$ cat src/rtl/pkt_rx_pkg.sv
// Shared types and constants for the exchange-packet receive parser.
package pkt_rx_pkg;

    localparam logic [7:0] TYPE_BYTE_PASSTHROUGH = 8'h01;
    localparam logic [7:0] TYPE_BYTE_REGISTERS   = 8'h02;
    localparam int         HDR_LEN_PT            = 21;
    localparam int         HDR_LEN_REG           = 5;

    typedef enum logic [1:0] {
        RESERVED_TX         = 2'd0,
        MESSAGE_PASSTHROUGH = 2'd1,
        REGISTERS_UPDATE    = 2'd2
    } packet_transaction_type_e;

    typedef enum logic [1:0] {
        DATA_MX_TYPE     = 2'd0,
        HEARTBEAT        = 2'd1,
        RESERVED_MX_TYPE = 2'd2
    } message_type_e;

    typedef enum logic {
        MODE_NORMAL = 1'b0,
        MODE_ALT    = 1'b1
    } mode_e;

    typedef enum logic [2:0] {
        ERR_NONE          = 3'd0,
        ERR_RESERVED_TYPE = 3'd1,
        ERR_LEN_SHORT     = 3'd2,
        ERR_LEN_LONG      = 3'd3,
        ERR_LEN_MAX       = 3'd4,
        ERR_REG_ALIGN     = 3'd5
    } err_code_e;

    typedef enum logic [2:0] {
        ST_IDLE = 3'd0,
        ST_HDR  = 3'd1,
        ST_MSG  = 3'd2,
        ST_REG  = 3'd3,
        ST_DROP = 3'd4
    } state_e;

    // Any message type code above HEARTBEAT collapses to the reserved value.
    function automatic message_type_e decode_msg_type(input logic [7:0] b);
        return (b > 8'd1) ? RESERVED_MX_TYPE : message_type_e'(b[1:0]);
    endfunction

endpackage

$ cat src/rtl/pkt_rx_parser_if.sv
// Byte-stream bundle: link input stream plus the passthrough payload stream.
interface pkt_rx_parser_if;
    // A byte moves on a clock edge where valid && ready; valid and its data hold until then.
    logic       in_valid;
    logic       in_ready;
    logic [7:0] in_data;
    logic       in_sop;
    logic       in_eop;
    logic       msg_valid;
    logic       msg_ready;
    logic [7:0] msg_data;
    logic       msg_last;

    modport master (
        output in_valid, in_data, in_sop, in_eop,
        input  in_ready,
        input  msg_valid, msg_data, msg_last,
        output msg_ready
    );

    modport slave (
        input  in_valid, in_data, in_sop, in_eop,
        output in_ready,
        output msg_valid, msg_data, msg_last,
        input  msg_ready
    );
endinterface

$ cat src/rtl/pkt_rx_reg_packer.sv
// Packs register payload bytes big-endian into 32-bit writes with an auto-incrementing address.
module pkt_rx_reg_packer #(
    parameter int REG_AW = 8
) (
    input  logic              clk,
    input  logic              rst_n,
    input  logic              start_i,
    input  logic [REG_AW-1:0] base_addr_i,
    input  logic              byte_valid_i,
    input  logic [7:0]        byte_i,
    output logic              wr_en_o,
    output logic [REG_AW-1:0] wr_addr_o,
    output logic [31:0]       wr_data_o
);
    logic [1:0]        cnt_q;
    logic [23:0]       sr_q;
    logic [REG_AW-1:0] addr_q;
    logic              wr_en_q;
    logic [REG_AW-1:0] wr_addr_q;
    logic [31:0]       wr_data_q;

    // start_i also clears any partial word left by a truncated packet.
    always_ff @(posedge clk or negedge rst_n) begin
        if (!rst_n) begin
            cnt_q     <= '0;
            sr_q      <= '0;
            addr_q    <= '0;
            wr_en_q   <= 1'b0;
            wr_addr_q <= '0;
            wr_data_q <= '0;
        end else begin
            wr_en_q <= 1'b0;
            if (start_i) begin
                cnt_q  <= '0;
                addr_q <= base_addr_i;
            end else if (byte_valid_i) begin
                if (cnt_q == 2'd3) begin
                    wr_en_q   <= 1'b1;
                    wr_data_q <= {sr_q, byte_i};
                    wr_addr_q <= addr_q;
                    addr_q    <= addr_q + 1'b1;
                end else begin
                    sr_q <= {sr_q[15:0], byte_i};
                end
                cnt_q <= cnt_q + 2'd1;
            end
        end
    end

    assign wr_en_o   = wr_en_q;
    assign wr_addr_o = wr_addr_q;
    assign wr_data_o = wr_data_q;
endmodule

$ cat src/rtl/pkt_rx_parser.sv
// Exchange-packet receive parser: header capture, payload passthrough, register writes.
// Optional PKT_RX_STATS_EN adds saturating good/error packet counters.
module pkt_rx_parser
    import pkt_rx_pkg::*;
#(
    parameter int MAX_LEN = 1024,
    parameter int REG_AW  = 8
) (
    input  logic              clk,
    input  logic              rst_n,
    pkt_rx_parser_if.slave    bus,
    output logic              hdr_valid,
    output logic [1:0]        hdr_type,
    output logic [23:0]       hdr_seq,
    output logic [7:0]        hdr_chan,
    output logic              hdr_mode,
    output logic [15:0]       hdr_len,
    output logic [1:0]        hdr_msg_type,
    output logic [95:0]       hdr_sym,
    output logic              reg_wr_en,
    output logic [REG_AW-1:0] reg_wr_addr,
    output logic [7:0]        reg_wr_blk,
    output logic [31:0]       reg_wr_data,
    output logic              err_valid,
    output logic [2:0]        err_code,
`ifdef PKT_RX_STATS_EN
    output logic [31:0]       stat_pkt_ok,
    output logic [31:0]       stat_pkt_err,
`endif
    output logic [2:0]        dbg_state
);
    localparam logic [31:0] MaxLenW = 32'(MAX_LEN);

    state_e                   state_q, state_d;
    logic [4:0]               cnt_q, cnt_d;
    logic [15:0]              rem_q, rem_d;
    packet_transaction_type_e type_q, type_d;
    logic [151:0]             hdr_sr_q, hdr_sr_d;

    logic                     hdr_valid_q;
    packet_transaction_type_e hdr_type_q;
    logic [23:0]              hdr_seq_q;
    logic [7:0]               hdr_chan_q;
    mode_e                    hdr_mode_q;
    logic [15:0]              hdr_len_q;
    message_type_e            hdr_msg_type_q;
    logic [95:0]              hdr_sym_q;
    logic [7:0]               reg_blk_q;
    logic                     err_valid_q;
    err_code_e                err_code_q;

    logic        err_set, hdr_set, pk_start, pk_byte, pkt_ok;
    err_code_e   err_code_d;
    logic [159:0] hdr_w;
    logic        is_pt;
    logic [4:0]  hdr_last;
    logic [15:0] len_w;
    logic        unused_mode_bits;

    // hdr_w holds header bytes 1..20 once the final passthrough byte is on the bus.
    assign hdr_w            = {hdr_sr_q, bus.in_data};
    assign is_pt            = (type_q == MESSAGE_PASSTHROUGH);
    assign hdr_last         = is_pt ? 5'(HDR_LEN_PT - 1) : 5'(HDR_LEN_REG - 1);
    assign len_w            = is_pt ? hdr_w[119:104] : hdr_w[15:0];
    assign unused_mode_bits = ^hdr_w[127:121];

    always_comb begin
        state_d       = state_q;
        cnt_d         = cnt_q;
        rem_d         = rem_q;
        type_d        = type_q;
        hdr_sr_d      = hdr_sr_q;
        err_set       = 1'b0;
        err_code_d    = ERR_NONE;
        hdr_set       = 1'b0;
        pk_start      = 1'b0;
        pk_byte       = 1'b0;
        pkt_ok        = 1'b0;
        bus.in_ready  = 1'b1;
        bus.msg_valid = 1'b0;
        bus.msg_data  = bus.in_data;
        bus.msg_last  = 1'b0;
        case (state_q)
            ST_IDLE: begin
                if (bus.in_valid && bus.in_sop) begin
                    if (bus.in_data == TYPE_BYTE_PASSTHROUGH || bus.in_data == TYPE_BYTE_REGISTERS) begin
                        type_d  = (bus.in_data == TYPE_BYTE_PASSTHROUGH) ? MESSAGE_PASSTHROUGH : REGISTERS_UPDATE;
                        cnt_d   = 5'd1;
                        state_d = ST_HDR;
                    end else begin
                        err_set    = 1'b1;
                        err_code_d = ERR_RESERVED_TYPE;
                        state_d    = bus.in_eop ? ST_IDLE : ST_DROP;
                    end
                end
            end
            ST_HDR: begin
                if (bus.in_valid) begin
                    hdr_sr_d = hdr_w[151:0];
                    cnt_d    = cnt_q + 5'd1;
                    if (cnt_q == hdr_last) begin
                        if ({16'd0, len_w} > MaxLenW) begin
                            err_set    = 1'b1;
                            err_code_d = ERR_LEN_MAX;
                            state_d    = bus.in_eop ? ST_IDLE : ST_DROP;
                        end else if (!is_pt && len_w[1:0] != 2'd0) begin
                            err_set    = 1'b1;
                            err_code_d = ERR_REG_ALIGN;
                            state_d    = bus.in_eop ? ST_IDLE : ST_DROP;
                        end else begin
                            hdr_set = 1'b1;
                            if (len_w == 16'd0) begin
                                if (bus.in_eop) begin
                                    state_d = ST_IDLE;
                                    pkt_ok  = 1'b1;
                                end else begin
                                    err_set    = 1'b1;
                                    err_code_d = ERR_LEN_LONG;
                                    state_d    = ST_DROP;
                                end
                            end else if (bus.in_eop) begin
                                err_set    = 1'b1;
                                err_code_d = ERR_LEN_SHORT;
                                state_d    = ST_IDLE;
                            end else begin
                                rem_d    = len_w;
                                pk_start = !is_pt;
                                state_d  = is_pt ? ST_MSG : ST_REG;
                            end
                        end
                    end else if (bus.in_eop) begin
                        err_set    = 1'b1;
                        err_code_d = ERR_LEN_SHORT;
                        state_d    = ST_IDLE;
                    end
                end
            end
            ST_MSG, ST_REG: begin
                if (state_q == ST_MSG) begin
                    bus.in_ready  = bus.msg_ready;
                    bus.msg_valid = bus.in_valid;
                    bus.msg_last  = (rem_q == 16'd1) || bus.in_eop;
                end
                if (bus.in_valid && (state_q == ST_REG || bus.msg_ready)) begin
                    rem_d = rem_q - 16'd1;
                    if (rem_q == 16'd1) begin
                        if (bus.in_eop) begin
                            state_d = ST_IDLE;
                            pkt_ok  = 1'b1;
                        end else begin
                            err_set    = 1'b1;
                            err_code_d = ERR_LEN_LONG;
                            state_d    = ST_DROP;
                        end
                    end else if (bus.in_eop) begin
                        err_set    = 1'b1;
                        err_code_d = ERR_LEN_SHORT;
                        state_d    = ST_IDLE;
                    end
                    // A byte that raises an error never completes a register write.
                    pk_byte = (state_q == ST_REG) && !err_set;
                end
            end
            ST_DROP: begin
                if (bus.in_valid && bus.in_eop) state_d = ST_IDLE;
            end
            default: state_d = ST_IDLE;
        endcase
    end

    always_ff @(posedge clk or negedge rst_n) begin
        if (!rst_n) begin
            state_q        <= ST_IDLE;
            cnt_q          <= '0;
            rem_q          <= '0;
            type_q         <= RESERVED_TX;
            hdr_sr_q       <= '0;
            hdr_valid_q    <= 1'b0;
            hdr_type_q     <= RESERVED_TX;
            hdr_seq_q      <= '0;
            hdr_chan_q     <= '0;
            hdr_mode_q     <= MODE_NORMAL;
            hdr_len_q      <= '0;
            hdr_msg_type_q <= DATA_MX_TYPE;
            hdr_sym_q      <= '0;
            reg_blk_q      <= '0;
            err_valid_q    <= 1'b0;
            err_code_q     <= ERR_NONE;
        end else begin
            state_q     <= state_d;
            cnt_q       <= cnt_d;
            rem_q       <= rem_d;
            type_q      <= type_d;
            hdr_sr_q    <= hdr_sr_d;
            hdr_valid_q <= hdr_set;
            err_valid_q <= err_set;
            if (err_set) err_code_q <= err_code_d;
            if (hdr_set) begin
                hdr_type_q <= type_q;
                hdr_len_q  <= len_w;
                if (is_pt) begin
                    hdr_seq_q      <= hdr_w[159:136];
                    hdr_chan_q     <= hdr_w[135:128];
                    hdr_mode_q     <= mode_e'(hdr_w[120]);
                    hdr_msg_type_q <= decode_msg_type(hdr_w[103:96]);
                    hdr_sym_q      <= hdr_w[95:0];
                end else begin
                    hdr_seq_q      <= '0;
                    hdr_chan_q     <= '0;
                    hdr_mode_q     <= MODE_NORMAL;
                    hdr_msg_type_q <= DATA_MX_TYPE;
                    hdr_sym_q      <= '0;
                    reg_blk_q      <= hdr_w[23:16];
                end
            end
        end
    end

    pkt_rx_reg_packer #(.REG_AW(REG_AW)) u_packer (
        .clk          (clk),
        .rst_n        (rst_n),
        .start_i      (pk_start),
        .base_addr_i  (REG_AW'(hdr_w[31:24])),
        .byte_valid_i (pk_byte),
        .byte_i       (bus.in_data),
        .wr_en_o      (reg_wr_en),
        .wr_addr_o    (reg_wr_addr),
        .wr_data_o    (reg_wr_data)
    );

`ifdef PKT_RX_STATS_EN
    logic [31:0] stat_ok_q, stat_err_q;

    always_ff @(posedge clk or negedge rst_n) begin
        if (!rst_n) begin
            stat_ok_q  <= '0;
            stat_err_q <= '0;
        end else begin
            if (pkt_ok && stat_ok_q != '1) stat_ok_q <= stat_ok_q + 32'd1;
            if (err_valid_q && stat_err_q != '1) stat_err_q <= stat_err_q + 32'd1;
        end
    end

    assign stat_pkt_ok  = stat_ok_q;
    assign stat_pkt_err = stat_err_q;
`else
    logic unused_pkt_ok;
    assign unused_pkt_ok = pkt_ok;
`endif

    assign hdr_valid    = hdr_valid_q;
    assign hdr_type     = hdr_type_q;
    assign hdr_seq      = hdr_seq_q;
    assign hdr_chan     = hdr_chan_q;
    assign hdr_mode     = hdr_mode_q;
    assign hdr_len      = hdr_len_q;
    assign hdr_msg_type = hdr_msg_type_q;
    assign hdr_sym      = hdr_sym_q;
    assign reg_wr_blk   = reg_blk_q;
    assign err_valid    = err_valid_q;
    assign err_code     = err_code_q;
    assign dbg_state    = state_q;
endmodule

$ cat src/flat_wrapper.sv
// flat-port wrapper written by rule: the top's interface ports become plain ports
module pkt_rx_parser_flat import pkt_rx_pkg::*;
#(
    parameter int MAX_LEN = 1024,
    parameter int REG_AW  = 8
)
  (clk, rst_n, hdr_valid, hdr_type, hdr_seq, hdr_chan, hdr_mode, hdr_len, hdr_msg_type, hdr_sym, reg_wr_en, reg_wr_addr, reg_wr_blk, reg_wr_data, err_valid, err_code, dbg_state, bus_in_valid, bus_in_data, bus_in_sop, bus_in_eop, bus_in_ready, bus_msg_valid, bus_msg_data, bus_msg_last, bus_msg_ready);
  pkt_rx_parser_if bus_i ();
  input  logic clk;
  input  logic rst_n;
  output logic hdr_valid;
  output logic [1:0] hdr_type;
  output logic [23:0] hdr_seq;
  output logic [7:0] hdr_chan;
  output logic hdr_mode;
  output logic [15:0] hdr_len;
  output logic [1:0] hdr_msg_type;
  output logic [95:0] hdr_sym;
  output logic reg_wr_en;
  output logic [REG_AW-1:0] reg_wr_addr;
  output logic [7:0] reg_wr_blk;
  output logic [31:0] reg_wr_data;
  output logic err_valid;
  output logic [2:0] err_code;
  output logic [2:0] dbg_state;
  input wire logic [$bits(bus_i.in_valid)-1:0] bus_in_valid;
  input wire logic [$bits(bus_i.in_data)-1:0] bus_in_data;
  input wire logic [$bits(bus_i.in_sop)-1:0] bus_in_sop;
  input wire logic [$bits(bus_i.in_eop)-1:0] bus_in_eop;
  output wire logic [$bits(bus_i.in_ready)-1:0] bus_in_ready;
  output wire logic [$bits(bus_i.msg_valid)-1:0] bus_msg_valid;
  output wire logic [$bits(bus_i.msg_data)-1:0] bus_msg_data;
  output wire logic [$bits(bus_i.msg_last)-1:0] bus_msg_last;
  input wire logic [$bits(bus_i.msg_ready)-1:0] bus_msg_ready;
  assign bus_i.in_valid = bus_in_valid;
  assign bus_i.in_data = bus_in_data;
  assign bus_i.in_sop = bus_in_sop;
  assign bus_i.in_eop = bus_in_eop;
  assign bus_in_ready = bus_i.in_ready;
  assign bus_msg_valid = bus_i.msg_valid;
  assign bus_msg_data = bus_i.msg_data;
  assign bus_msg_last = bus_i.msg_last;
  assign bus_i.msg_ready = bus_msg_ready;
  pkt_rx_parser #(.MAX_LEN(MAX_LEN), .REG_AW(REG_AW)) u_core (.clk(clk), .rst_n(rst_n), .bus(bus_i), .hdr_valid(hdr_valid), .hdr_type(hdr_type), .hdr_seq(hdr_seq), .hdr_chan(hdr_chan), .hdr_mode(hdr_mode), .hdr_len(hdr_len), .hdr_msg_type(hdr_msg_type), .hdr_sym(hdr_sym), .reg_wr_en(reg_wr_en), .reg_wr_addr(reg_wr_addr), .reg_wr_blk(reg_wr_blk), .reg_wr_data(reg_wr_data), .err_valid(err_valid), .err_code(err_code), .dbg_state(dbg_state));
endmodule
$ cat config.mk
export PLATFORM = sky130hd
export DESIGN_NAME = pkt_rx_parser_flat
export DESIGN_NICKNAME = d
export VERILOG_FILES = /design/src/rtl/pkt_rx_pkg.sv /design/src/rtl/pkt_rx_parser_if.sv /design/src/rtl/pkt_rx_reg_packer.sv /design/src/rtl/pkt_rx_parser.sv /design/src/flat_wrapper.sv
export SDC_FILE = /design/constraint.sdc
export NUM_CORES = 1
export LEC_CHECK = 0
export ABC_CLOCK_PERIOD_IN_PS = 3000
export CORE_AREA = 2 2 172 259
export CTS_CLUSTER_DIAMETER = 150
export DETAILED_ROUTE_END_ITERATION = 8
export DIE_AREA = 0 0 174 261
export GPL_TIMING_DRIVEN = 0
export PLACE_DENSITY_LB_ADDON = 0.25
export SYNTH_ARGS = -nofsm -noshare
export SYNTH_HDL_FRONTEND = slang
export SYNTH_HIERARCHICAL = 1
export SYNTH_SLANG_ARGS = --single-unit
$ cat constraint.sdc
create_clock -name clk -period 3 [get_ports clk]
set_clock_uncertainty 0.1 [all_clocks]
set_input_delay 0.6 -clock clk [delete_from_list [all_inputs] [get_ports clk]]
set_output_delay 0.6 -clock clk [all_outputs]
set_load 0.01 [all_outputs]
==> impl_results.md, run 1 <==
- Status: complete, no violations
- Synth Register Bits: 415
- Leak pwr: 11.5 nW
- Slew margin rel.: 40.2%
- Pin count of the biggest net entering global routing: around 120
- Max IR drop VDD: 0.356 mV
- Seq/Total Area, Yosys: about 61%
- Max Root-Sink Buffers: 3
- First-pass GRT wire length: between 70000 and 80000 um
- Vias per cell: ~5
- CTS tree: done
- Drt drc: 0
- Number of synthesis warnings: 6
- Die extent in x: approximately 170 um
- Avg Synthesized Cell Area: around 9.6 um2
- Clock Tree Root: clkbuf_16
- Yosys cell types: 62
- Critical-path cell list: buf_2 -> clkbuf_8 -> or2_4 -> or3_4 -> o31ai_4 -> buf_6 -> o2111ai_4 -> clkinv_4 -> nand2_8 -> nor3_4 -> buf_6 -> inv_8 -> nand3_4 -> inv_8 -> clkbuf_16 -> mux2_2
- Routed Antenna Nets: 0
- Most frequent cells in the layout: nand2_1, dfrtp_1, clkdlybuf4s50_1
- Layout cells sized above 1: 12.7%
- Via count: 13738
- Grt total ovfl: 0
- Vias in the first global route: 13633
- CTS Buf Count: 40
- Synth Flop Type: dfrtp_1
- DR iter-0 viols: 986
- Pwr Total: 0.0115 W
- DR WL/cell: 17.8 um
- Drt first pass iters: 6
- Post-layout min period: about 3000 ps
- RSZ-0062 raised after global routing: true
- Largest cells by area after synthesis: dfrtp_1, nand2_1, nand3_1
- Buf+Inv Stages, Crit Path: 8
- Max FO, Critical Path: 6
- Slowest-stage cell, CP: or3_4
- Worst setup SP type: input pin
- Initial Util: between 30% and 40%
- CP top delay family: simple AND/OR/NAND/NOR gates
- P&R area growth vs syn: 31.7%
- Synthesized Nets: roughly 1800
- Global Route Usage Sum: 21.0%
- Maxcap violations: 0
- Final Hold Fails: 0
- # H-tree levels: 2
- Final period util: between 90% and 100%
- Post-Syn Instances: 1782
- ANT cells: 0
- Mapped cell area: 0.0171 mm2
- Crit path kind: input pin to flip-flop
- Initial antenna violation count: 0
- TritonCTS Sinks: between 400 and 500
- Hold WC Path Type: input pin to flip-flop
- Setup violations, final: 0
- CP Data Arrival Time: about 3300 ps
- Final WL: between 40000 and 50000 um
- Max incr delay on CP: 340 ps
- Port bufs: approximately 230
- Critical path endpoint category: flip-flop
- Num ports: 231
- Post-synth EDFFs: 0
- Worst EP required: about 3300 ps
- Layout Nets: 2127
- F_max: 335 MHz
- Worst slew pin tran: 897 ps
- Post-synth ARST share: 100%
- Max-slew violations: 0
- Chip Height: 261 um
- Die Area: 0.0454 mm2
- Row Count: 94
- Worst skew pair latency: 550 ps
- GP Congestion: roughly 0.84
- Leading area contributor after synthesis: dfrtp_1
- Yosys top cell area share: between 60 and 70%
- Core area: roughly 0.043 mm2
- Worst hold margin: ~260 ps
- Most common cell after layout, fill and taps aside: nand2_1
- CTS clk-pin slew, worst paths: 70 ps
- Final HPWL DP: ~33000 um
- PD cells: 510 mW/mm2
==> report_power, final <==
group	leakage (nW)	internal [W]	switching [W]
clock network	0.671	0.00310	0.00219
logic	5.10	0.000176	0.000278
registers	5.74	0.00566	0.0000916
total	11.5	0.00894	0.00255
==> synthesized netlist by cell type, types with 3 or more instances <==
| cell type | count |
|---|---|
| a211oi_1 | 12 |
| a21oi_1 | 8 |
| a31oi_1 | 3 |
| a32o_1 | 3 |
| and2_1 | 10 |
| and3_1 | 5 |
| buf_1 | 8 |
| buf_2 | 11 |
| buf_4 | 15 |
| clkbuf_1 | 76 |
| dfrtp_1 | 415 |
| ha_1 | 10 |
| inv_1 | 16 |
| mux2_1 | 8 |
| mux2_2 | 65 |
| mux2i_1 | 18 |
| nand2_1 | 778 |
| nand2b_1 | 4 |
| nand3_1 | 152 |
| nand4_1 | 5 |
| nor2_1 | 32 |
| nor2b_1 | 3 |
| nor3_1 | 17 |
| nor4_1 | 8 |
| o211ai_1 | 7 |
| o21ai_0 | 27 |
| o221ai_1 | 3 |
| o31ai_1 | 4 |
| or3_1 | 3 |
| or4_1 | 8 |
| xnor2_1 | 3 |
| xor2_1 | 6 |
==> worst register-to-register path: stages (launching register included) <==
cell and delay (ps):
dfrtp_2 450, or4_4 550, nor4_4 170, or2_4 180, o2111ai_4 160, clkinv_4 110
nand2_8 60, nor3_4 230, buf_6 170, inv_8 40, nand3_4 140, inv_8 80
clkbuf_16 160, mux2_2 270
==> final timing paths <==
path                       slack (ps)                                        end  cells after the start                            from
min reg2reg                       370              u_core/hdr_sym[6]$_DFFE_PN0P_                      2   u_core/hdr_sym[6]$_DFFE_PN0P_
min in group asynchronous         520              u_core/hdr_seq[2]$_DFFE_PN0P_                      2                           rst_n
min                               260        u_core/u_packer/sr_q[1]$_DFFE_PN0P_                      2                  bus_in_data[1]
max reg2reg                        20  u_core/u_packer/wr_data_o[26]$_DFFE_PN0P_                     13  u_core/hdr_sr_q[4]$_DFFE_PN0P_
max                                10  u_core/u_packer/wr_data_o[26]$_DFFE_PN0P_                     16                  bus_in_data[1]
max in group asynchronous        1200             u_core/hdr_sr_q[4]$_DFFE_PN0P_                      3                           rst_n
==> per-stage QoR <==
step                setup TNS (ps)  cells  area [um2]  worst slack, ps  util, %
floorplan                   -18620   1782       17300             -327        -
global placement          -7302930   2587       20300           -16790     47.0
detailed placement         -372100   2590       20400            -1920     47.2
CTS                           -429   2685       22200            -40.8     51.2
global route                 -1520   2711       22500            -63.0     52.0
finish                           0   2711       22500             12.2     52.0
==> layout make-up <==
cell class	instances	area [um2]
plain buffers	106	554
clock buffers	59	1180
clock inverters	15	194
fillers	3989	20800
inverters	17	83.8
multi-input cells	1240	6540
flip-flops and latches	415	10400
well taps	576	721
repair buffers	283	2860
==> state kept, by name (all words and copies together), names as in the netlist, 16 cells and up <==
signal                     cells
u_core/u_packer/sr_q          24
u_core/u_packer/wr_data_o     32
u_core/hdr_sym                96
u_core/hdr_sr_q              152
u_core/hdr_seq                24
u_core/hdr_len                16
u_core/rem_q                  16
==> cell families (layout without fill, tap and decap cells) <==
logic type,Yosys count,count (layout),synth area share [%]
AND/OR/NAND/NOR,1037,1037,25.1
AO/OA/AOI/OAI,92,92,3.86
XOR/XNOR,10,10,0.556
adder cells (fa/ha/maj),10,10,0.732
buffers and inverters,127,480,3.20
flip-flops,415,415,60.7
multiplexers,91,91,5.86
==> layer usage <==
| layer | GRT usage [%] | vias up | routed length, um |
|---|---|---|---|
| met4 | 8.10 | 0 | 1620 |
| met3 | 3.31 | 98 | 2440 |
| li1 | - | 6470 | - |
| met1 | 26.3 | 6773 | 19500 |
| met5 | 0 | - | 0 |
| met2 | 36.6 | 397 | 24600 |
==> repair_timing <==
| action | CTS | global route |
|---|---|---|
| pin swaps | 7 | 11 |
| hold buffers | 1 | 0 |
| setup buffers | 22 | 22 |
| endpoints found under the setup margin | 255 | 80 |
| gates resized for setup | 64 | 39 |
| endpoints found under the hold margin | 72 | 0 |
| cloned | 2 | 4 |
Power figures use the tool's default switching activity.
==> inputs of run 2 (changes only) <==
--- a/config.mk
+++ b/config.mk
@@ -5,14 +5,14 @@
 export SDC_FILE = /design/constraint.sdc
 export NUM_CORES = 1
 export LEC_CHECK = 0
+export ABC_AREA = 1
 export ABC_CLOCK_PERIOD_IN_PS = 3000
-export CORE_AREA = 2 2 172 259
+export CORE_AREA = 2 2 175 263
 export CTS_CLUSTER_DIAMETER = 150
 export DETAILED_ROUTE_END_ITERATION = 8
-export DIE_AREA = 0 0 174 261
+export DIE_AREA = 0 0 177 265
 export GPL_TIMING_DRIVEN = 0
 export PLACE_DENSITY_LB_ADDON = 0.25
 export SYNTH_ARGS = -nofsm -noshare
 export SYNTH_HDL_FRONTEND = slang
-export SYNTH_HIERARCHICAL = 1
 export SYNTH_SLANG_ARGS = --single-unit
==> constraint.sdc (replaced) <==
create_clock -name clk -period 3 [get_ports clk]
set_clock_uncertainty 0.1 [all_clocks]
set_input_delay 0.6 -clock clk [delete_from_list [all_inputs] [get_ports clk]]
set_output_delay 0.6 -clock clk [all_outputs]
set_load 0.02 [all_outputs]
==> impl_results.md, run 2 <==
- Port bufs: 230 (was 229)
- Setup ws final: 105 ps (was 12.2 ps)
- DR WL/cell: 18.3 um (was 17.8 um)
- Maxcap violations: 0 (unchanged)
- Max IR drop VDD: 0.447 mV (was 0.356 mV)
- Most frequent cells in the layout: nand2_1, dfrtp_1, clkdlybuf4s50_1 (unchanged)
- Vias in the first global route: 14320 (was 13633)
- P&R area growth vs syn: 26.8% (was 31.7%)
- ANT cells: 0 (unchanged)
- R2r worst-path depth: 13 (unchanged)
- Die extent in x: 177 um (was 174 um)
- Avg Synthesized Cell Area: 9.05 um2 (was 9.60 um2)
- Worst hold endpoint: u_core.hdr_len[13]$_DFFE_PN0P_ (was u_core/u_packer/sr_q[1]$_DFFE_PN0P_)
- Hold_sp: u_core.hdr_len[13]$_DFFE_PN0P_ (was bus_in_data[1])
- Power share of the sequential group: 48.4% (was 50.1%)
- Synth Flop Type: dfrtp_1 (unchanged)
- Top-count cell post-synth: nand2_1 (unchanged)
- Num ports: 231 (unchanged)
- Global Route Usage Sum: 22.2% (was 21.0%)
- Most flop-heavy register: u_core.hdr_sr_q (was u_core/hdr_sr_q)
- CTS tree: done (unchanged)
- Pin count of the biggest net entering global routing: 127 (was 124)
- Synthesized Nets: 1972 (was 1806)
- Fill cell count: 4187 (was 3989)
- Worst skew pair latency: 560 ps (was 550 ps)
- Most common cell after layout, fill and taps aside: nand2_1 (unchanged)
- R2R Path Start: u_core.rem_q[4]$_DFFE_PN0P_ (was u_core/hdr_sr_q[4]$_DFFE_PN0P_)
- Chip Height: 265 um (was 261 um)
- Final Hold Fails: 0 (unchanged)
- Status: complete, no violations (unchanged)
- Drt drc: 0 (unchanged)
- Max FO, Critical Path: 10 (was 6)
- Row Count: 95 (was 94)
- Via count: 14272 (was 13738)
- First-pass GRT wire length: 80800 um (was 75600 um)
- Yosys top cell area share: 58.9% (was 60.7%)
- Worst setup SP type: flip-flop (was input pin)
- Clock Tree Root: clkbuf_16 (unchanged)
- Number of flip-flops under the largest register name: 152 (unchanged)
- Max Root-Sink Buffers: 3 (unchanged)
- Grt total ovfl: 0 (unchanged)
- Largest cells by area after synthesis: dfrtp_1, nand2_1, o21ai_0 (was dfrtp_1, nand2_1, nand3_1)
- Post-synth ARST share: 100% (unchanged)
- CP Data Arrival Time: 2190 ps (was 3320 ps)
- Switching share of total power: 28.2% (was 22.2%)
- Setup slack, reg-to-reg: 150 ps (was 20 ps)
- Vias per cell: 5.01 (was 5.07)
- Slowest-stage cell, CP: dfrtp_2 (was or3_4)
- Seq/Total Area, Yosys: 58.9% (was 60.7%)
- Clock share of power: 39.6% (was 46.0%)
- P_sw: 0.00389 W (was 0.00255 W)
- Final period util: 96.5% (was 99.6%)
- Buf+Inv Stages, Crit Path: 3 (was 8)
- Yosys cell types: 43 (was 62)
- # H-tree levels: 2 (unchanged)
- Worst hold margin: 371 ps (was 262 ps)
- DP Worst Slack: -1110 ps (was -1920 ps)
- Internal power: 0.00991 W (was 0.00894 W)
- GP Congestion: 0.926 (was 0.844)
- Synth cell count leaders: nand2_1, dfrtp_1, o21ai_0, inv_1, clkbuf_1 (was nand2_1, dfrtp_1, nand3_1, clkbuf_1, mux2_2)
- TritonCTS Sinks: 415 (unchanged)
- DR iter-0 viols: 922 (was 986)
- CP top delay family: buffers and inverters (was simple AND/OR/NAND/NOR gates)
- Max-slew violations: 0 (unchanged)
- Post-Syn Instances: 1948 (was 1782)
- CTS Buf Count: 42 (was 40)
- Worst EP required: 2300 ps (was 3330 ps)
- Die Area: 0.0469 mm2 (was 0.0454 mm2)
- Crit path kind: flip-flop to output port (was input pin to flip-flop)
- Initial antenna violation count: 0 (unchanged)
- Drt first pass iters: 8 (was 6)
- PD cells: 618 mW/mm2 (was 510 mW/mm2)
- Layout cells sized above 1: 10.4% (was 12.7%)
- Layout Nets: 2256 (was 2127)
- Initial Util: 39.5% (about the same)
- Leak pwr: 10.8 nW (was 11.5 nW)
- Worst reg2reg endpoint: u_core.u_packer.wr_data_o[7]$_DFFE_PN0P_ (was u_core/u_packer/wr_data_o[26]$_DFFE_PN0P_)
- Routed Antenna Nets: 0 (unchanged)
- Leading area contributor after synthesis: dfrtp_1 (unchanged)
- Slew margin rel.: 49.1% (was 40.2%)
- Worst slew pin tran: 763 ps (was 897 ps)
- Critical path endpoint category: output port (was flip-flop)
- Mapped cell area: 0.0176 mm2 (was 0.0171 mm2)
- Post-synth EDFFs: 0 (unchanged)
- Number of synthesis warnings: 0 (was 6)
- Hold path depth: 2 (unchanged)
- Setup violations, final: 0 (unchanged)
- Final WL: 52300 um (was 48100 um)
- Comb power frac: 12.0% (was 3.9%)
- Hold WC Path Type: flip-flop to flip-flop (was input pin to flip-flop)
- Max incr delay on CP: 450 ps (was 340 ps)
- Critical-path cell list: inv_1 -> nand2_2 -> clkbuf_2 -> nor3_1 -> dlygate4sd2_1 (was buf_2 -> clkbuf_8 -> or2_4 -> or3_4 -> o31ai_4 -> buf_6 -> o2111ai_4 -> clkinv_4 -> nand2_8 -> nor3_4 -> buf_6 -> inv_8 -> nand3_4 -> inv_8 -> clkbuf_16 -> mux2_2)
- F_max: 345 MHz (was 335 MHz)
- Synth Register Bits: 415 (unchanged)
- Core area: 0.0446 mm2 (was 0.0433 mm2)
- Util after Layout: 50.1% (was 52.0%)
- CTS clk-pin slew, worst paths: 60 ps (was 70 ps)
- Final HPWL DP: 38800 um (was 33500 um)
- Post-layout min period: 2890 ps (was 2990 ps)
==> run 2: changes by cell type in the layout (fill, tap and decap cells not counted), sizes merged, moves of 26 or more <==
| cell | previous run | this run |
|---|---|---|
| inv | 16 | 156 |
| buf | 88 | 62 |
| o21ai | 29 | 221 |
| mux2 | 73 | 0 |
| nor2 | 32 | 67 |
| o31ai | 5 | 106 |
| nand3 | 152 | 44 |
| nand2 | 779 | 753 |
==> run 2: cell families (layout without fill, tap and decap cells) <==
logic type | Yosys count | after routing | synth area share (%)
adder cells (fa/ha/maj) | 10 | 10 | 0.710
buffers and inverters | 267 | 585 | 6.47
flip-flops | 415 | 415 | 58.9
AND/OR/NAND/NOR | 892 | 892 | 20.1
AO/OA/AOI/OAI | 354 | 354 | 13.3
XOR/XNOR | 10 | 10 | 0.497
==> run 2: how the worst max path moves through the flow <==
| stage | startpoint | end | slack (ps) | cells after the start |
|---|---|---|---|---|
| 6_report | u_core.dbg_state[2]$_DFFE_PN0P_ | bus_msg_valid | 110 | 5 |
| 4_1_cts | u_core.rem_q[4]$_DFFE_PN0P_ | u_core.u_packer.wr_data_o[0]$_DFFE_PN0P_ | 2 | 14 |
| 2_1_floorplan | u_core.rem_q[4]$_DFFE_PN0P_ | u_core.u_packer.wr_addr_o[1]$_DFFE_PN0P_ | 210 | 13 |
| 5_1_grt | u_core.rem_q[4]$_DFFE_PN0P_ | u_core.u_packer.wr_data_o[12]$_DFFE_PN0P_ | -20 | 13 |
| 3_5_place_dp | bus_in_eop | u_core.u_packer.wr_data_o[0]$_DFFE_PN0P_ | -1110 | 11 |
| 3_3_place_gp | rst_n | u_core.u_packer.wr_data_o[10]$_DFFE_PN0P_ | -16560 | 1 |
==> run 2: power groups by stage <==
stage	clock [W]	combinational, W	sequential [W]
after detailed placement	0	0.00163	0.00675
final	0.00546	0.00166	0.00668
after floorplan	0	0.00103	0.00660
after global placement	0	0.00158	0.00675
after CTS	0.00557	0.00165	0.00667
after global routing	0.00577	0.00190	0.00673
==> run 2: final cells by class <==
| type | instances | area (um2) | share of cell area (%) |
|---|---|---|---|
| buffer | 111 | 592 | 2.65 |
| clock buffer | 57 | 1200 | 5.38 |
| clock inverter | 21 | 230 | 1.03 |
| inverter | 155 | 589 | 2.64 |
| multi-input combinational | 1266 | 6160 | 27.6 |
| sequential | 415 | 10400 | 46.5 |
| tap | 582 | 728 | 3.26 |
| timing repair buffer | 241 | 2450 | 11.0 |
==> run 2: metrics by stage <==
stage	cell area (um2)	std cells	TNS, ps	total power [W]
floorplan	17600	1948	0	0.00763
global placement	20700	2760	-7025120	0.00833
detailed placement	20700	2763	-139600	0.00839
CTS	22300	2844	0	0.0139
global route	22300	2848	-67.3	0.0144
finish	22300	2848	0	0.0138
==> run 2: per-layer routing <==
| layer | vias up | GRT usage, % | part of all wire [%] |
|---|---|---|---|
| met5 | - | 0 | 0 |
| met4 | 0 | 9.87 | 4.3 |
| met3 | 110 | 3.14 | 4.4 |
| met2 | 379 | 39.0 | 51 |
| met1 | 6974 | 26.9 | 40 |
| li1 | 6809 | - | - |
==> run 2: worst reg2reg max path: stages, from the launching register on <==
cell,delay (ps)
dfrtp_2,450
nor2_4,150
inv_1,50
nor3_1,180
nand4_1,220
ha_4,320
nor4_4,250
buf_4,190
inv_1,80
nor2_4,110
inv_1,90
clkbuf_4,190
clkbuf_4,210
o21ai_0,170
==> run 2: repair_timing <==
action,in CTS,in global routing
pin swaps,2,4
hold endpoints to repair,4,0
hold buffers,1,0
setup endpoints to repair,208,224
resized for setup,31,37
buffers inserted,3,4
==> inputs of run 3 (changes only) <==
--- a/config.mk
+++ b/config.mk
@@ -9,6 +9,7 @@
 export ABC_CLOCK_PERIOD_IN_PS = 3000
 export CORE_AREA = 2 2 175 263
 export CTS_CLUSTER_DIAMETER = 150
+export CTS_CLUSTER_SIZE = 12
 export DETAILED_ROUTE_END_ITERATION = 8
 export DIE_AREA = 0 0 177 265
 export GPL_TIMING_DRIVEN = 0
==> impl_results.md, run 3 (synthesis gave the netlist of run 2 again) <==
- Clock Tree Root: clkbuf_16 (unchanged)
- F_max: 349 MHz (was 345 MHz)
- CTS tree: done (unchanged)
- Status: finished, violations left (was complete, no violations)
- Drt first pass iters: 5 (was 8)
- DR WL/cell: 18.5 um (was 18.3 um)
- Drt drc: 0 (unchanged)
- Most common cell after layout, fill and taps aside: nand2_1 (unchanged)
- CP top delay family: simple AND/OR/NAND/NOR gates (was buffers and inverters)
- Vias in the first global route: 14251 (was 14320)
- Chip Height: 265 um (unchanged)
- Area occupied by multi-input gates: 0.00616 mm2 (unchanged)
- Worst setup SP type: flip-flop (unchanged)
- Grt met3 use: 3.24% (was 3.14%)
- Max-slew violations: 0 (unchanged)
- Post-CTS Hold Fix Bufs: 0 (was 1)
- Layout cells sized above 1: 9.33% (was 10.4%)
- Switching share of total power: 28.4% (was 28.2%)
- DR iter-0 viols: 1112 (was 922)
- TNS Setup: 0 ps (unchanged)
- GP Congestion: 0.926 (unchanged)
- # H-tree levels: 2 (unchanged)
- Final Hold Fails: 15 (was 0)
- Max IR drop VDD: 0.389 mV (was 0.447 mV)
- P_sw: 0.00363 W (was 0.00389 W)
- Internal power: 0.00914 W (was 0.00991 W)
- Crit path kind: flip-flop to output port (unchanged)
- Slew margin rel.: 48.6% (was 49.1%)
- Layout Nets: 2254 (was 2256)
- Slowest-stage cell, CP: dfrtp_2 (unchanged)
- Global Route Usage Sum: 22.2% (about the same)
- Buf+Inv Stages, Crit Path: 2 (was 3)
- Num ports: 231 (unchanged)
- Worst hold margin: -20.9 ps (was 371 ps)
- Final WL: 52000 um (was 52300 um)
- Setup slack, reg-to-reg: 160 ps (was 150 ps)
- TritonCTS Sinks: 415 (unchanged)
- R2R Path Start: u_core.type_q[1]$_DFFE_PN0P_ (was u_core.rem_q[4]$_DFFE_PN0P_)
- CTS Buf Count: 40 (was 42)
- Cells after DPL: 2763 (unchanged)
- PD cells: 582 mW/mm2 (was 618 mW/mm2)
- Die Area: 0.0469 mm2 (unchanged)
- Worst slew pin tran: 771 ps (was 763 ps)
- Clock share of power: 34.7% (was 39.6%)
- Pin count of the biggest net entering global routing: 127 (unchanged)
- CTS clk-pin slew, worst paths: 70 ps (was 60 ps)
- Max incr delay on CP: 440 ps (was 450 ps)
- Via count: 14220 (was 14272)
- Initial Util: 39.5% (unchanged)
- CP Data Arrival Time: 2170 ps (was 2190 ps)
- Worst EP required: 2300 ps (about the same)
- ANT cells: 0 (unchanged)
- Most flop-heavy register: u_core.hdr_sr_q (unchanged)
- Core area: 0.0446 mm2 (unchanged)
- Grt met1 use: 26.8% (was 26.9%)
- Final HPWL DP: 38800 um (unchanged)
- Total area of sequential cells: 0.0104 mm2 (unchanged)
- Critical path endpoint category: output port (unchanged)
- Max Root-Sink Buffers: 3 (unchanged)
- Post-layout min period: 2870 ps (was 2890 ps)
- Number of flip-flops under the largest register name: 152 (unchanged)
- Setup violations, final: 0 (unchanged)
- Gr busiest metal: met2 (unchanged)
- Hold WC Path Type: input pin to async pin (was flip-flop to flip-flop)
- Power share of the sequential group: 52.3% (was 48.4%)
- Grt total ovfl: 0 (unchanged)
- Comb power frac: 13.0% (was 12.0%)
- Pwr Total: 0.0128 W (was 0.0138 W)
- Util after Layout: 49.2% (was 50.1%)
- Port bufs: 230 (unchanged)
- P&R area growth vs syn: 24.5% (was 26.8%)
- Fin cells: 2812 (was 2848)
- Leak pwr: 10.7 nW (was 10.8 nW)
- First-pass GRT wire length: 80600 um (was 80800 um)
- Most frequent cells in the layout: nand2_1, dfrtp_1, clkdlybuf4s50_1 (unchanged)
- Row Count: 95 (unchanged)
- Initial antenna violation count: 0 (unchanged)
- Worst reg2reg endpoint: u_core.u_packer.addr_q[4]$_DFFE_PN0P_ (was u_core.u_packer.wr_data_o[7]$_DFFE_PN0P_)
- Vias per cell: 5.06 (was 5.01)
- Fill cell count: 4227 (was 4187)
- R2r worst-path depth: 15 (was 13)
- Critical-path cell list: nor2_4 -> inv_1 -> nor3_1 -> nand4_1 -> ha_4 -> nor3_2 -> buf_2 (was inv_1 -> nand2_2 -> clkbuf_2 -> nor3_1 -> dlygate4sd2_1)
- Die extent in x: 177 um (unchanged)
- Maxcap violations: 0 (unchanged)
- Met2 usage: 39.2% (was 39.0%)
- Failing checks: negative hold slack
- Worst skew pair latency: 550 ps (was 560 ps)
- Routed Antenna Nets: 0 (unchanged)
- Max FO, Critical Path: 4 (was 10)
- Final period util: 95.6% (was 96.5%)
-- run 3: changes by cell type in the layout (fill, tap and decap cells not counted), moves of 3 or more --
cell,delta
clkbuf_8,-3
clkbuf_1,-9
clkinv_2,-9
clkbuf_16,-4
clkinvlp_4,-5
bufinv_16,-4
-- run 3: layout make-up --
class / instances / area share, %
buffer: 111 / 2.70
clock buffer: 41 / 4.68
clock inverter: 1 / 0.0342
inverter: 155 / 2.69
multi-input combinational: 1266 / 28.1
sequential: 415 / 47.4
tap: 582 / 3.32
timing repair buffer: 241 / 11.1
-- run 3: timing repair --
item / CTS / global route
gates resized for setup: 31 / 36
setup endpoints to repair: 205 / 215
setup buffers: 4 / 4
pin swaps: 2 / 4
hold endpoints to repair: 0 / 0
-- run 3: layer usage --
metal / up-vias / share of wire (%) / wire length, um
li1: 6775 / - / -
met2: 418 / 51 / 26700
met3: 98 / 4.6 / 2410
met1: 6929 / 40 / 20700
met5: - / 0 / 0
met4: 0 / 4.2 / 2200
-- run 3: through the flow --
| step | worst slack, ps | area [um2] |
|---|---|---|
| 3_5_place_dp | -1110 | 20700 |
| 5_1_grt | -16.4 | 21900 |
| 2_1_floorplan | 214 | 17600 |
| 6_report | 133 | 21900 |
| 4_1_cts | -0.287 | 21900 |
| 3_3_place_gp | -16560 | 20700 |
-- run 3: worst max-delay path by stage --
stage	end	depth (start not counted)	start
final	bus_msg_last	7	u_core.rem_q[4]$_DFFE_PN0P_
after global routing	u_core.u_packer.wr_data_o[20]$_DFFE_PN0P_	15	u_core.rem_q[10]$_DFFE_PN0P_
after CTS	u_core.u_packer.wr_data_o[9]$_DFFE_PN0P_	13	u_core.rem_q[4]$_DFFE_PN0P_
after detailed placement	u_core.u_packer.wr_data_o[0]$_DFFE_PN0P_	11	bus_in_eop
after global placement	u_core.u_packer.wr_data_o[10]$_DFFE_PN0P_	1	rst_n
after floorplan	u_core.u_packer.wr_addr_o[1]$_DFFE_PN0P_	13	u_core.rem_q[4]$_DFFE_PN0P_
-- run 3: power by group through the flow --
stage / logic (W) / registers (W) / clock network (W)
finish: 0.00166 / 0.00668 / 0.00444
global route: 0.00190 / 0.00674 / 0.00474
CTS: 0.00165 / 0.00667 / 0.00453
detailed placement: 0.00163 / 0.00675 / 0
global placement: 0.00158 / 0.00675 / 0
floorplan: 0.00103 / 0.00660 / 0
